$ cat config.mk
export PLATFORM = sky130hd
export DESIGN_NAME = ysyx_22040088_hazard_ctrl
export DESIGN_NICKNAME = d
export VERILOG_FILES = /design/src/rtl/ysyx_22040088_hazard_ctrl.sv
export SDC_FILE = /design/constraint.sdc
export NUM_CORES = 1
export LEC_CHECK = 0
export ABC_AREA = 0
export CORE_ASPECT_RATIO = 1.1
export CORE_MARGIN = 2
export CORE_UTILIZATION = 38
export CTS_BUF_LIST = sky130_fd_sc_hd__clkbuf_16
export CTS_CLUSTER_DIAMETER = 50
export DETAILED_ROUTE_END_ITERATION = 8
export PLACE_DENSITY = 0.79
export SLEW_MARGIN = 30
export SYNTH_ARGS = -nofsm -noshare
export SYNTH_HDL_FRONTEND = slang
export SYNTH_SLANG_ARGS = --single-unit
$ cat constraint.sdc
create_clock -name clk -period 1.95 [get_ports clk]
set_clock_uncertainty 0.05 [all_clocks]
set_input_delay 0.2925 -clock clk [delete_from_list [all_inputs] [get_ports clk]]
set_output_delay 0.2925 -clock clk [all_outputs]
set_load 0.01 [all_outputs]
$ cat src/rtl/ysyx_22040088_hazard_ctrl.sv
// Pipeline sequencer: load-use, redirect flush, imem/dmem stalls, dmem timeout.
// Define HAZARD_CTRL_PERF_EN to add saturating stall/flush performance counters.
module ysyx_22040088_hazard_ctrl #(
    parameter int TIMEOUT = 256,
    parameter int CNT_W   = 32
) (
    input  logic             clk,
    input  logic             rst,
    input  logic [4:0]       id_rs1,
    input  logic [4:0]       id_rs2,
    input  logic             id_rs1_used,
    input  logic             id_rs2_used,
    input  logic             ex_valid_i,
    input  logic             ex_is_load,
    input  logic [4:0]       ex_rf_waddr,
    input  logic             ex_redirect,
    input  logic             if_ack,
    input  logic             mem_req,
    input  logic             dmem_ack,
    output logic             pc_ena,
    output logic             pc_sel_redir,
    output logic             id_ena,
    output logic             id_valid,
    output logic             ex_ena,
    output logic             ex_valid,
    output logic             mem_ena,
    output logic             mem_valid,
    output logic             wb_ena,
    output logic             wb_valid,
    output logic             dmem_req,
`ifdef HAZARD_CTRL_PERF_EN
    output logic [CNT_W-1:0] perf_stall_cnt,
    output logic [CNT_W-1:0] perf_flush_cnt,
`endif
    output logic             err
);

    localparam int CW = $clog2(TIMEOUT);
    localparam logic [CW-1:0] LAST = CW'(TIMEOUT - 1);

    if (TIMEOUT < 2 || CNT_W < 1) begin : g_param_chk
        $error("hazard_ctrl: TIMEOUT must be >= 2 and CNT_W >= 1");
    end

    typedef enum logic [1:0] {
        D_IDLE,
        D_WAIT,
        D_ERR
    } dstate_e;

    dstate_e       state;
    dstate_e       state_d;
    logic          run;
    logic [CW-1:0] cnt;
    logic [CW-1:0] cnt_d;
    logic          dstall;
    logic          load_use;
    logic          rs1_hit;
    logic          rs2_hit;

    assign dmem_req = run & mem_req & (state != D_ERR);
    assign dstall   = dmem_req & ~dmem_ack;
    assign err      = (state == D_ERR);

    assign rs1_hit  = id_rs1_used & (id_rs1 == ex_rf_waddr);
    assign rs2_hit  = id_rs2_used & (id_rs2 == ex_rf_waddr);
    assign load_use = ex_valid_i & ex_is_load & (ex_rf_waddr != 5'd0)
                    & (rs1_hit | rs2_hit);

    always_ff @(posedge clk or negedge rst) begin
        if (!rst) begin
            run   <= 1'b0;
            state <= D_IDLE;
            cnt   <= '0;
        end else begin
            run   <= 1'b1;
            state <= state_d;
            cnt   <= cnt_d;
        end
    end

    // cnt only runs inside D_WAIT, so it is zero on every entry
    always_comb begin
        state_d = state;
        cnt_d   = '0;
        unique case (state)
            D_IDLE: begin
                if (dstall) state_d = D_WAIT;
            end
            D_WAIT: begin
                if (dmem_ack)         state_d = D_IDLE;
                else if (cnt == LAST) state_d = D_ERR;
                else                  cnt_d   = cnt + 1'b1;
            end
            default: state_d = D_ERR;
        endcase
    end

    always_comb begin
        pc_ena       = 1'b0;
        pc_sel_redir = 1'b0;
        id_ena       = 1'b0;
        id_valid     = 1'b0;
        ex_ena       = 1'b0;
        ex_valid     = 1'b0;
        mem_ena      = 1'b0;
        mem_valid    = 1'b0;
        wb_ena       = 1'b0;
        wb_valid     = 1'b0;
        if (run && state != D_ERR && !dstall) begin
            id_ena    = 1'b1;
            ex_ena    = 1'b1;
            mem_ena   = 1'b1;
            mem_valid = 1'b1;
            wb_ena    = 1'b1;
            wb_valid  = 1'b1;
            if (ex_redirect) begin
                pc_ena       = 1'b1;
                pc_sel_redir = 1'b1;
            end else if (load_use) begin
                id_ena = 1'b0;
            end else if (!if_ack) begin
                ex_valid = 1'b1;
            end else begin
                pc_ena   = 1'b1;
                id_valid = 1'b1;
                ex_valid = 1'b1;
            end
        end
    end

`ifdef HAZARD_CTRL_PERF_EN
    always_ff @(posedge clk or negedge rst) begin
        if (!rst) begin
            perf_stall_cnt <= '0;
            perf_flush_cnt <= '0;
        end else begin
            if (run && !pc_ena && perf_stall_cnt != '1)
                perf_stall_cnt <= perf_stall_cnt + 1'b1;
            if (pc_sel_redir && perf_flush_cnt != '1)
                perf_flush_cnt <= perf_flush_cnt + 1'b1;
        end
    end
`endif

endmodule

==> results of run 1 <==
power groups by stage:
stage	Sequential, mW	Clock (mW)	Combinational [mW]
6_report	0.236	0.378	0.146
5_1_grt	0.237	0.397	0.159
4_1_cts	0.237	0.386	0.148
3_3_place_gp	0.239	0	0.153
3_5_place_dp	0.239	0	0.155
2_1_floorplan	0.239	0	0.0579
cells in the final DEF, fill, tap and decap left out, types with 2 or more instances in the layout:
cell type	instances
and3_1	2
buf_2	5
buf_4	6
clkbuf_16	3
clkdlybuf4s50_1	11
dfrtp_1	11
dlygate4sd2_1	8
dlymetal6s2s_1	10
inv_1	3
nand2_1	6
nand3_1	3
nand4_1	2
nor2_1	11
xnor2_1	11
xor2_1	4
per-layer routing:
metal	up-vias	share of wire (%)
li1	337	-
met2	35	48
met4	0	2.7
met1	308	41
met3	6	7.9
met5	-	0
how the worst max path moves through the flow:
| stage | start | to | slack, ns |
|---|---|---|---|
| final | ex_rf_waddr[0] | id_valid | 0.03 |
| after detailed placement | ex_rf_waddr[1] | id_valid | -0.77 |
| after global routing | ex_rf_waddr[0] | id_valid | -0.02 |
| after floorplan | ex_rf_waddr[1] | id_valid | 0.20 |
| after CTS | ex_rf_waddr[0] | id_valid | -0.10 |
| after global placement | ex_rf_waddr[1] | id_valid | -0.76 |
timing repair:
action / 4_1_cts / 5_1_grt
hold buffers: 0 / 0
pin swaps: 5 / 14
setup endpoints to repair: 10 / 5
gates resized for setup: 37 / 15
flip-flops by register name, summed over array words and instances (netlist names):
register and count:
run 1, cnt 8, state 2
cells by family (layout without fill, tap and decap cells):
kind of cell / Yosys count / in the layout / share of synthesized area [%]
AOI/OAI and AO/OA: 8 / 8 / 8.933
xor gates and xnor gates: 16 / 16 / 19.61
adders and majority gates: 1 / 1 / 1.751
buffers and inverters: 7 / 49 / 5.779
DFF: 11 / 11 / 38.53
other: 1 / 1 / 0.5249
and+or+nand+nor: 33 / 33 / 24.87
stage by stage:
step | std cells | total power, mW | hold WS, ns | setup TNS (ns) | utilization, %
2_1_floorplan | 77 | 0.2971 | -0.05309 | 0 | -
3_3_place_gp | 133 | 0.3919 | 0.4227 | -4.104 | 62.43
3_5_place_dp | 133 | 0.3944 | 0.4387 | -4.270 | 62.43
4_1_cts | 137 | 0.7706 | 0.3435 | -0.1600 | 66.36
5_1_grt | 137 | 0.7929 | 0.3917 | -0.02037 | 68.19
6_report | 137 | 0.7598 | 0.3276 | 0 | 68.19
layout make-up:
class	instances	area (sq um)	share of cell area [%]
clock inverters	1	3.754	0.3090
clock buffers	3	75.07	6.179
multi-input cells	59	435.4	35.84
inverters	3	11.26	0.9269
flip-flops and latches	11	275.3	22.66
well taps	18	22.52	1.854
repair buffers	42	391.6	32.23
==> metrics.md, run 1 <==
| Metric | Value |
|---|---|
| GR Layer Usage met2 | between 20 and 30% |
| Pin count of the biggest net entering global routing | 12 |
| Total number of H-tree levels | 1 |
| First-pass GRT wire length | roughly 2800 um |
| Number of vias in the routed layout | 686 |
| Cell types with the highest counts after synthesis | xnor2_1 (12), dfrtp_1 (11), nor2_1 (11) |
| Iter 0 DRT Violations | 13 |
| Highest attainable clock frequency | 0.5221 GHz |
| Half-perimeter wire length of the detailed placement result | 1370 um |
| Met1 GRT Util | 19.72% |
| Count of endpoints failing hold in the final timing report | 0 |
| Peak supply drop | 0.6483 mV |
| Max Cap Viol | 0 |
| Async set-reset flop share out of synthesis | 100.0% |
| Outcome | finished, final reports clean |
| Root Buffer Master | clkbuf_16 |
| Net count, final | 146 |
| Number of synthesized register bits | 11 |
| Proportion of power drawn by combinational gates | a little under a fifth |
| Global route overflow | 0 |
| Overall fraction of global-route tracks in use | 17.61% |
| Top cells by area in the synthesized netlist | dfrtp_1 (39%), xnor2_1 (15%), nor2_1 (5.8%) |
| Power per cell area | 625.4 nW/um^2 |
| P_sw | 0.1700 mW |
| Tcrit/Tclk final | a little under 100% |
| Type of destination of the critical path | output port |
| Proportion of netlist area held by the largest area contributor | 38.53% |
| Post-synthesis cell type with the largest combined area | dfrtp_1 |
| CTS sink count | 11 |
| Switching Share | around 22% |
| Sequential share of the synthesized area | 38.53% |
| Routability cong. | between 0.7 and 0.8 |
| Netlist cell types | 27 |
| Cell area reported after detailed placement | around 1100 sq um |
| Number of global-route vias before repair | about 660 |
| Slowest CP cell | or3_1 |
| Detailed-routing iteration count for the pre-antenna-repair pass | 4 |
| Met3 Track Usage GR | between 3 and 4% |
| Reg-to-reg setup timing slack | 0.48 ns |
| Clock transition at path regs | 0.04 ns |
| Average via count per standard cell | 5.007 |
| Starting density of the core | 40.10% |
| Residual antenna-violating net count after detailed routing | 0 |
| Count of port buffers added during placement | 36 |
| GRT Max-Usage Layer | met2 |
| Critical path's largest stage delay | 0.36 ns |
| Area of all placed cells without fillers | 1215 sq um |
| Number of top-level pins | 37 |
| Clock tree from TritonCTS | done |
| Shortest period the worst path allows | between 1.5 and 2 ns |
| Placeable core area | approximately 1800 sq um |
| Setup repair after global routing missed its margin | yes |
| Pins over their slew limit | 0 |
| Number of enable flip-flop cells after synthesis | 0 |
| Most frequent cell after synthesis | xnor2_1 |
| Latest clock arrival within the worst-skew pair | 0.24 ns |
| Total stage count of the critical path | 6 |
| Routed WL | roughly 1800 um |
| Post-Synthesis Cell Area | 714.4 sq um |
| Type of the worst setup path | input pin to output port |
| Share of final-layout standard cells stronger than drive strength 1 | 21.01% |
| Number of setup violations in the final report | 0 |
| Final routed wire length divided by cell count | 13.10 um |
| Most used flip-flop cell after synthesis | dfrtp_1 |
| Antenna violations before repair | 0 |
| Worst endpoint data arrival time | ~1.6 ns |
| R2r endpoint | state[0]$_DFFE_PN0P_ |
| Min-Delay Path Class | input pin to asynchronous set/reset pin |
| Mean Syn Cell Area | 9.278 sq um |
| CP required | 1.61 ns |
| Static Leak | 0.6516 nW |
| CP delay by family, top | simple AND/OR/NAND/NOR gates |
| Worst Setup Start Kind | input pin |
| Die outline area | 2243 sq um |
| Worst path cell trace | buf_6, or3_1, o311a_1, and2_4, nor4b_4, buf_2 |
| Clk buf depth | 2 |
| Sequential cell fraction of total power | 31.1% |
| Post-synthesis to final-layout area growth | 70.05% |
| Largest fanout of any net on the critical path | 3 |
| Count of buffering cells on the critical path with inverters included | 2 |
| Num CTS Buffers | 3 |
| Number of cells on the worst reg-to-reg path | 5 |
| Post-synthesis net count | just over 100 |
| Cell count after synthesis | between 70 and 80 |
| Startpoint of the worst register-to-register path | cnt[0]$_DFF_PN0_ |
| Int Power | 0.5898 mW |
| Die H | just under 50 um |
| Worst path setup slack after routing | 0.03462 ns |
| ANT cells | 0 |
| Post CTS Setup Buffer Count | 0 |
| Number of DRC violations after detailed routing | 0 |
| Floorplan die width | 45.34 um |
| Setup WS pre-CTS | -0.7721 ns |
| Floorplan row count | 16 |
| Clock Power Share | between 40% and 50% |
| Number of fill cells | 144 |
| Synth warnings | 0 |
No activity file was read; power rests on OpenSTA's default activity.
==> run 2, diff against run 1 <==
--- a/config.mk
+++ b/config.mk
@@ -6,6 +6,7 @@
 export NUM_CORES = 1
 export LEC_CHECK = 0
 export ABC_AREA = 0
+export CAP_MARGIN = 5
 export CORE_ASPECT_RATIO = 1.1
 export CORE_MARGIN = 2
 export CORE_UTILIZATION = 38
==> results of run 2 <==
No change in the layout: final DEF, timing and power equal those of run 1.
